## config.mk

```make
export PLATFORM = sky130hd
export DESIGN_NAME = i2c_fifo_pair_sync
export DESIGN_NICKNAME = d
export VERILOG_FILES = /design/src/rtl/i2c_fifo_pair_sync.sv
export SDC_FILE = /design/constraint.sdc
export NUM_CORES = 1
export LEC_CHECK = 0
export ABC_AREA = 0
export CAP_MARGIN = 20
export CORE_AREA = 2 2 208 210
export CTS_CLUSTER_DIAMETER = 30
export CTS_CLUSTER_SIZE = 8
export DETAILED_ROUTE_END_ITERATION = 16
export DIE_AREA = 0 0 210 212
export GPL_TIMING_DRIVEN = 1
export PLACE_DENSITY = 0.51
export SLEW_MARGIN = 15
export SYNTH_ARGS = -nofsm -noshare
export SYNTH_HDL_FRONTEND = slang
export SYNTH_SLANG_ARGS = --single-unit
export TNS_END_PERCENT = 5
```

## constraint.sdc

```tcl
create_clock -name pclk_i -period 2.5 [get_ports pclk_i]
set_input_delay 0.5 -clock pclk_i [delete_from_list [all_inputs] [get_ports pclk_i]]
set_output_delay 0.5 -clock pclk_i [all_outputs]
set_load 0.01 [all_outputs]
```

## src/rtl/i2c_fifo_pair_sync.sv

```systemverilog
// i2c_fifo_pair_sync: TX/RX data FIFO pair between the APB register block and
// the I2C datapath. One clock, synchronous active-high reset.
// Optional macro I2C_FIFO_FWFT_EN: when defined, rdata shows the head entry
// (first-word fall-through); otherwise rdata is registered with one-cycle latency.

module i2c_fifo_ch #(
  parameter int DW = 8,
  parameter int AW = 4
) (
  input  logic          clk,
  input  logic          rst,
  input  logic          flush_i,
  input  logic          wr_en_i,
  input  logic [DW-1:0] wdata_i,
  input  logic          rd_en_i,
  output logic [DW-1:0] rdata_o,
  input  logic [AW:0]   afull_thr_i,
  input  logic [AW:0]   aempty_thr_i,
  input  logic          err_clr_i,
  output logic [AW:0]   level_o,
  output logic [3:0]    status_o,
  output logic          ovf_o,
  output logic          udf_o
);
  localparam int DEPTH = 2**AW;
  localparam logic [AW:0]   DEPTH_L = DEPTH[AW:0];
  localparam logic [AW-1:0] PTR_ONE = 1;
  localparam logic [AW:0]   LVL_ONE = 1;

  logic [DW-1:0] mem_q [DEPTH];
  logic [AW-1:0] wptr_q, wptr_d, rptr_q, rptr_d;
  logic [AW:0]   level_q, level_d;
  logic          ovf_q, ovf_d, udf_q, udf_d;
  logic          empty, full, wr_acc, rd_acc;

  assign empty  = (level_q == '0);
  assign full   = (level_q == DEPTH_L);
  // A read frees a slot in the same cycle, so a write while full is accepted if paired with a read.
  assign rd_acc = !flush_i && rd_en_i && !empty;
  assign wr_acc = !flush_i && wr_en_i && (!full || rd_en_i);

  // Next-state for pointers, fill level and sticky error flags
  always_comb begin
    wptr_d  = wptr_q;
    rptr_d  = rptr_q;
    level_d = level_q;
    if (flush_i) begin
      wptr_d  = '0;
      rptr_d  = '0;
      level_d = '0;
    end else begin
      if (wr_acc) wptr_d = wptr_q + PTR_ONE;
      if (rd_acc) rptr_d = rptr_q + PTR_ONE;
      case ({wr_acc, rd_acc})
        2'b10:   level_d = level_q + LVL_ONE;
        2'b01:   level_d = level_q - LVL_ONE;
        default: level_d = level_q;
      endcase
    end
    // A new error in the same cycle as a clear wins.
    ovf_d = (ovf_q && !err_clr_i) || (!flush_i && wr_en_i && full && !rd_en_i);
    udf_d = (udf_q && !err_clr_i) || (!flush_i && rd_en_i && empty);
  end

  // State registers
  always_ff @(posedge clk) begin
    if (rst) begin
      wptr_q  <= '0;
      rptr_q  <= '0;
      level_q <= '0;
      ovf_q   <= 1'b0;
      udf_q   <= 1'b0;
    end else begin
      wptr_q  <= wptr_d;
      rptr_q  <= rptr_d;
      level_q <= level_d;
      ovf_q   <= ovf_d;
      udf_q   <= udf_d;
    end
  end

  // Storage array; contents are deliberately not reset
  always_ff @(posedge clk) begin
    if (!rst && wr_acc) mem_q[wptr_q] <= wdata_i;
  end

`ifdef I2C_FIFO_FWFT_EN
  assign rdata_o = empty ? '0 : mem_q[rptr_q];
`else
  logic [DW-1:0] rdata_q, rdata_d;

  // Read data captures the head entry on an accepted read and otherwise holds
  always_comb begin
    rdata_d = rdata_q;
    if (rd_acc) rdata_d = mem_q[rptr_q];
  end

  // Registered read data
  always_ff @(posedge clk) begin
    if (rst) rdata_q <= '0;
    else     rdata_q <= rdata_d;
  end

  assign rdata_o = rdata_q;
`endif

  assign level_o  = level_q;
  assign status_o = {empty, full, (level_q <= aempty_thr_i), (level_q >= afull_thr_i)};
  assign ovf_o    = ovf_q;
  assign udf_o    = udf_q;
endmodule

module i2c_fifo_pair_sync #(
  parameter int DATA_WIDTH = 8,
  parameter int ADDR_SIZE  = 4
) (
  input  logic                  pclk_i,
  input  logic                  rst_i,
  input  logic                  tx_flush_i,
  input  logic                  rx_flush_i,
  input  logic                  tx_wr_en_i,
  input  logic [DATA_WIDTH-1:0] tx_wdata_i,
  input  logic                  tx_rd_en_i,
  output logic [DATA_WIDTH-1:0] tx_rdata_o,
  input  logic                  rx_wr_en_i,
  input  logic [DATA_WIDTH-1:0] rx_wdata_i,
  input  logic                  rx_rd_en_i,
  output logic [DATA_WIDTH-1:0] rx_rdata_o,
  input  logic [ADDR_SIZE:0]    afull_thr_i,
  input  logic [ADDR_SIZE:0]    aempty_thr_i,
  input  logic                  err_clr_i,
  output logic [ADDR_SIZE:0]    tx_level_o,
  output logic [ADDR_SIZE:0]    rx_level_o,
  output logic [7:0]            status_o,
  output logic [3:0]            err_o
);
  logic [3:0] tx_st, rx_st;
  logic       tx_ovf, tx_udf, rx_ovf, rx_udf;

  i2c_fifo_ch #(.DW(DATA_WIDTH), .AW(ADDR_SIZE)) u_tx (
    .clk(pclk_i), .rst(rst_i), .flush_i(tx_flush_i),
    .wr_en_i(tx_wr_en_i), .wdata_i(tx_wdata_i), .rd_en_i(tx_rd_en_i), .rdata_o(tx_rdata_o),
    .afull_thr_i(afull_thr_i), .aempty_thr_i(aempty_thr_i), .err_clr_i(err_clr_i),
    .level_o(tx_level_o), .status_o(tx_st), .ovf_o(tx_ovf), .udf_o(tx_udf)
  );

  i2c_fifo_ch #(.DW(DATA_WIDTH), .AW(ADDR_SIZE)) u_rx (
    .clk(pclk_i), .rst(rst_i), .flush_i(rx_flush_i),
    .wr_en_i(rx_wr_en_i), .wdata_i(rx_wdata_i), .rd_en_i(rx_rd_en_i), .rdata_o(rx_rdata_o),
    .afull_thr_i(afull_thr_i), .aempty_thr_i(aempty_thr_i), .err_clr_i(err_clr_i),
    .level_o(rx_level_o), .status_o(rx_st), .ovf_o(rx_ovf), .udf_o(rx_udf)
  );

  assign status_o = {tx_st, rx_st};
  assign err_o    = {tx_ovf, tx_udf, rx_ovf, rx_udf};
endmodule
```

==> impl_metrics.toml, run 1 <==
[synth]
synthMostInstantiatedCell = "edfxtp_1"
synth_commonest_cells = "256 x edfxtp_1, 94 x nor2_1, 66 x mux2i_1"
synth_top_area_share_pct = 61.1
synth.cell_area_mm2 = 0.0126
async_reset_ff_share_pct = 0
mappedNetlistNets = 888
synthAdderAreaFrac_pct = 4.10
netlist_instances = 813
synth_cell_type_count = 40
synth-seq-area-share_pct = 68.4
synth_ff_type = "edfxtp_1"
ys_warn_count = 0
ys_ff_latch = 302
synth_top_family_by_area = "multiplexers"
synth_area_leader_cell = "edfxtp_1"
synthXorXnorAreaFrac_pct = 1.11
synth_edf_count = 256
synth_compound_area_share_pct = 5.70
synth_simple_gate_area_share_pct = 6.74
synth_area_leaders = "edfxtp_1 61%, dfxtp_1 7.3%, mux4_2 5.7%"
synth_mux_area_share_pct = 11.0
syn_area_per_cell_um2 = 15.5

[grt]
grt_pass1_wl_um = 43700
grt_max_degree = 35
grt-ovfl-total = 0
grt_util_all_layers_pct = 12.9
antenna_found_initial = 0
grt_pass1_vias = 7732

[cts]
cts_tree = "done"
clkTransAtPathRegs_ps = 40
clock_latency_ps = 550
htreeDepth = 3
cts_made_buffers = 66
cts_root_buf = "clkbuf_16"
cts_buffer_depth = 3
clock_sinks = 302

[final_layout]
utilization_pct = 39.8
drive_above_1_share_pct = 25.7
diodes = 0
area_delta_synth_final_pct = 34.5
final_cells = 1584
fin_nets = 1063
nFillCells = 3913

[worst_setup_path]
worst_ep_arrival_time_ps = 1990
cp_max_fo = 4
required_ps = 2000
slowest_delay_ps = 360
path_cells = "ha_4, nor2b_1, o21a_1, o21a_1, o21a_1, o22ai_1, buf_2"
slowest_stage = "dfxtp_4"
critPathKind = "reg -> out"
cpMostUsedCell = "o21a_1"
endpoint_kind = "output port"
critical_path.startpoint_type = "flop"

[sta]
hold_viol = 0
min_period_ps = 2490
slew_violations = 0
relSlewSlack_pct = 50.9
post-route-period-util_pct = 99.5
setup_violations = 0
worst_slack_ps = 12.6
tns_ps = 0
fin_skew_ps = 12.8
worst_pin_slew_ps = 735
fmaxAchievable_mhz = 402
rsz0062_at_grt = "yes"

[floorplan]
rows = 76
start_util_pct = 29.6
fp.dieW_um = 210
die_y_um = 212
boundaryPins = 73
die_area_mm2 = 0.0445
coreArea_mm2 = 0.0425

[power_and_ir_drop]
ir_drop_mv = 0.475
power_density_mw_per_mm2 = 884
total_power_uw = 15000
p_leak_uw = 0.00563

[route]
via_per_inst = 4.53
drc = 0
wirelength_um = 28100
drt-initial-drc-count = 382
wl_per_cell_um = 17.8
first_pass_iters = 4
num_vias = 7177
postRouteAntennaNets = 0

[placed_design]
dp_slack_ps = -623
place.gp.congestion = 0.764
dp_hpwl_um = 18200
portBuffers = 72
dp_cells = 1461

[hold_path]
hp-class = "reg -> reg"

[status]
status = "finished, final reports clean"

[flow_run]
cap_viol_max_count = 0
==> per-layer routing <==
metal / GRT usage, % / wire, um
met1: 16.0 / 12500
met2: 22.1 / 13900
met5: 0 / 0
met4: 5.04 / 626
met3: 2.94 / 1150
==> sequential cells by signal, summed over array words and instances (netlist names) <==
register / cells
u_tx.udf_o: 1
u_tx.ovf_o: 1
u_rx.mem_q: 128
u_tx.level_o: 5
u_tx.wptr_q: 4
u_rx.rptr_q: 4
u_rx.udf_o: 1
u_rx.wptr_q: 4
u_tx.rptr_q: 4
u_tx.mem_q: 128
u_rx.rdata_o: 8
u_rx.ovf_o: 1
u_tx.rdata_o: 8
u_rx.level_o: 5
==> power by group <==
part | internal [uW] | switching, uW
clock network | 6440 | 2630
registers | 5500 | 13.0
logic | 164 | 205
total | 12100 | 2850
==> kinds of logic after synthesis <==
family                   after synthesis
AO/OA/AOI/OAI                        106
XOR/XNOR                              16
adder cells (fa/ha/maj)               40
buffers and inverters                 75
flip-flops                           302
multiplexers                          98
AND/OR/NAND/NOR                      176
==> cell usage in the layout (no fill, tap or decap), types with 6 or more instances in the layout <==
cell type        Yosys  layout
edfxtp_1           256     256
nor2_1              94      94
buf_4               10      75
clkbuf_16            0      69
mux2i_1             66      66
clkdlybuf4s50_1      0      63
dfxtp_1             46      37
o22ai_1             34      34
mux4_2              32      32
ha_1                38      31
nand2_1             24      24
inv_1               28      23
a22oi_1             16      16
a311oi_1            16      16
a21oi_1             21      15
bufinv_16            0      14
nor2b_1             12      10
xor2_1              10      10
clkbuf_1             9      10
nand2b_1            10       9
dfxtp_2              0       7
nor3_1               6       6
o21a_1               6       6
xnor2_1              6       6
ha_4                 0       6
clkinv_4             0       6
clkinv_1             0       6
clkinv_2             0       6
==> final timing paths <==
kind / start / endpoint / slack, ps / cells past startpoint
worst max register to register: u_tx.level_o[0]$_SDFFE_PP0P_ / u_tx.level_o[4]$_SDFFE_PP0P_ / 70 / 11
worst min register to register: u_rx.ovf_o$_SDFF_PP0_ / u_rx.ovf_o$_SDFF_PP0_ / 460 / 2
worst max-delay path: u_tx.level_o[1]$_SDFFE_PP0P_ / status_o[5] / 10 / 7
worst min-delay path: u_rx.ovf_o$_SDFF_PP0_ / u_rx.ovf_o$_SDFF_PP0_ / 460 / 2
==> critical path, delay by kind of cell, from the launching register on <==
family	cells	cell delay (ps)
compound gates	4	580
fa+ha+maj	1	240
buf+inv	1	150
flops	1	360
simple gates	1	120
==> area by class of cell <==
class | count | area, um^2 | area share, %
flip-flops and latches | 302 | 8620 | 51.0
multi-input cells | 436 | 3780 | 22.3
clock buffers | 79 | 1760 | 10.4
repair buffers | 154 | 1390 | 8.18
well taps | 546 | 683 | 4.04
clock inverters | 39 | 581 | 3.43
inverters | 28 | 108 | 0.636
==> through the flow <==
stage,instance area [um^2],hold slack [ps]
after floorplan,12600,437
after global placement,14400,458
after detailed placement,14400,458
after CTS,16700,464
after global routing,16900,491
final,16900,456
==> timing repair <==
item                       CTS  global route
hold buffers                 0             0
setup buffers                1             4
resized for setup           32            31
pin swaps                    6            10
setup endpoints to repair   10             7
No activity file was read; power rests on OpenSTA's default activity.
==> inputs of run 2 (changes only) <==
--- a/config.mk
+++ b/config.mk
@@ -14,7 +14,7 @@
 export DIE_AREA = 0 0 210 212
 export GPL_TIMING_DRIVEN = 1
 export PLACE_DENSITY = 0.51
-export SLEW_MARGIN = 15
+export SKIP_LAST_GASP = 1
 export SYNTH_ARGS = -nofsm -noshare
 export SYNTH_HDL_FRONTEND = slang
 export SYNTH_SLANG_ARGS = --single-unit
==> constraint.sdc (replaced) <==
create_clock -name pclk_i -period 2.1 [get_ports pclk_i]
set_input_delay 0.42 -clock pclk_i [delete_from_list [all_inputs] [get_ports pclk_i]]
set_output_delay 0.42 -clock pclk_i [all_outputs]
set_load 0.01 [all_outputs]
==> run 2 against run 1 <==
Net effect:
- the flow now finishes with violations (negative setup slack)
- combinational power up 19%
- clock-buffer cell count is 10 higher
- final cell count up 2.0%
- first-iteration DRC count is 8.6% lower
- die area unchanged
- global-route usage rose by 0.23 points
- non-clock buffer count up 20
- worst hold slack barely moved
- design area is 0.69% higher
- clock power is 18% higher
- critical path depth increased by 1
- sequential share of layout area down 0.32 points
- largest power group unchanged
- highest routed layer unchanged
==> impl_metrics.toml, run 2 (synthesized netlist as in run 1, its figures left out) <==
[grt]
grt_pass1_wl_um = 44200
grt_util_all_layers_pct = 13.2
antenna_found_initial = 0
grt-ovfl-total = 0
grt_pass1_vias = 7638
grt_max_degree = 51

[final_layout]
reg_top3 = "u_rx.mem_q (128), u_tx.mem_q (128)"
final_common_cell = "edfxtp_1"
area_delta_synth_final_pct = 35.4
fin_nets = 1089
layout_common_cells = "256 x edfxtp_1, 98 x buf_4, 94 x nor2_1"
final_cells = 1616
diodes = 0
utilization_pct = 40.1
nFillCells = 3942
drive_above_1_share_pct = 26.6

[placed_design]
dp_hpwl_um = 18500
dp_slack_ps = -838
dp_cells = 1482
place.gp.congestion = 0.757
portBuffers = 72

[cts]
clock_sinks = 302
cts_buffer_depth = 3
cts_hold_buf = 0
clock_latency_ps = 560
cts_tree = "done"
htreeDepth = 3
cts_made_buffers = 72
clkTransAtPathRegs_ps = 40
cts_root_buf = "clkbuf_16"

[worst_setup_path]
slowest_delay_ps = 330
cpMostUsedCell = "buf_4"
r2r_setup_slack_ps = -350
worst_ep_arrival_time_ps = 2070
critical_path.startpoint_type = "flop"
cp_max_fo = 5
path_cells = "buf_4, buf_4, ha_1, a21oi_2, nor2b_1, o21ai_1, a21oi_1, clkdlybuf4s15_2"
required_ps = 1680
critPathKind = "reg -> out"
endpoint_kind = "output port"
slowest_stage = "dfxtp_2"

[floorplan]
rows = 76
die_y_um = 212
start_util_pct = 29.6
die_area_mm2 = 0.0445
boundaryPins = 73
fp.dieW_um = 210
coreArea_mm2 = 0.0425

[sta]
post-route-period-util_pct = 119
setup_violations = 15
relSlewSlack_pct = 54.2
worst_pin_slew_ps = 685
worst_slack_ps = -389
slew_violations = 0
rsz0062_at_grt = "yes"
fin_skew_ps = 14.3
hold_viol = 0
min_period_ps = 2490
fmaxAchievable_mhz = 402

[route]
num_vias = 7422
drt-initial-drc-count = 349
wirelength_um = 28600
wl_per_cell_um = 17.7
drc = 0
via_per_inst = 4.59
postRouteAntennaNets = 0
first_pass_iters = 4

[status]
status = "complete, but fails checks"
violations = "negative setup slack"

[power_and_ir_drop]
ir_drop_mv = 0.650
power_density_mw_per_mm2 = 1040
p_leak_uw = 0.00572

[hold_path]
hp-class = "reg -> reg"

[flow_run]
cap_viol_max_count = 0
## run 2: cell count changes in the layout (fill, tap and decap cells not counted), sizes merged
| cell | previous run | this run |
|---|---|---|
| clkinv | 18 | 22 |
| bufinv | 14 | 8 |
| dlygate4sd2 | 3 | 2 |
| clkinvlp | 5 | 9 |
| clkbuf | 79 | 90 |
| buf | 86 | 104 |
| dlymetal6s2s | 1 | 0 |
| clkdlybuf4s50 | 63 | 66 |
## run 2: per-stage QoR
step           total power (uW)  cell area (um^2)  hold slack [ps]  TNS, ps
2_1_floorplan              6830             12700              437    -1160
3_3_place_gp               7090             14600              450   -58920
3_5_place_dp               7100             14600              453   -63890
4_1_cts                   18000             17000              459    -4930
5_1_grt                   18300             17000              499    -6270
6_report                  17700             17000              456    -3580
## run 2: final timing paths
check,startpoint,depth (start not counted),endpoint
max,u_rx.level_o[1]$_SDFFE_PP0P_,8,status_o[0]
max reg2reg,u_rx.level_o[0]$_SDFFE_PP0P_,12,u_rx.level_o[4]$_SDFFE_PP0P_
min,u_rx.ovf_o$_SDFF_PP0_,2,u_rx.ovf_o$_SDFF_PP0_
min reg2reg,u_rx.ovf_o$_SDFF_PP0_,2,u_rx.ovf_o$_SDFF_PP0_
## run 2: final cells by class
type,count,area [um^2],share of cell area [%]
Multi-Input combinational cell,436,3730,21.9
Tap cell,546,683,4.01
Inverter,28,105,0.617
Sequential cell,302,8630,50.6
Timing Repair Buffer,174,1520,8.92
Clock buffer,89,1930,11.3
Clock inverter,41,445,2.61
## run 2: where the power goes
part,internal [uW],switching (uW)
Clock,7450,3290
Sequential,6540,15.9
Combinational,195,245
## run 2: what timing repair did
action,in CTS,in global routing
setup buffers,4,0
endpoints found under the setup margin,18,37
pin swaps,2,4
resized for setup,23,12
## run 2: per-layer routing
layer | vias to the layer above | track usage (%) | wire length [um]
met5 | - | 0 | 0
met4 | 0 | 5.97 | 794
met3 | 61 | 2.95 | 1300
met2 | 154 | 21.9 | 13900
met1 | 3673 | 16.4 | 12700
li1 | 3534 | - | -
## run 2: worst max-delay path, delay by kind of cell, from the launching register on
| kind | cells | cell delay [ps] |
|---|---|---|
| flops | 1 | 330 |
| simple gates | 1 | 110 |
| fa+ha+maj | 1 | 280 |
| buf+inv | 3 | 540 |
| compound gates | 3 | 260 |
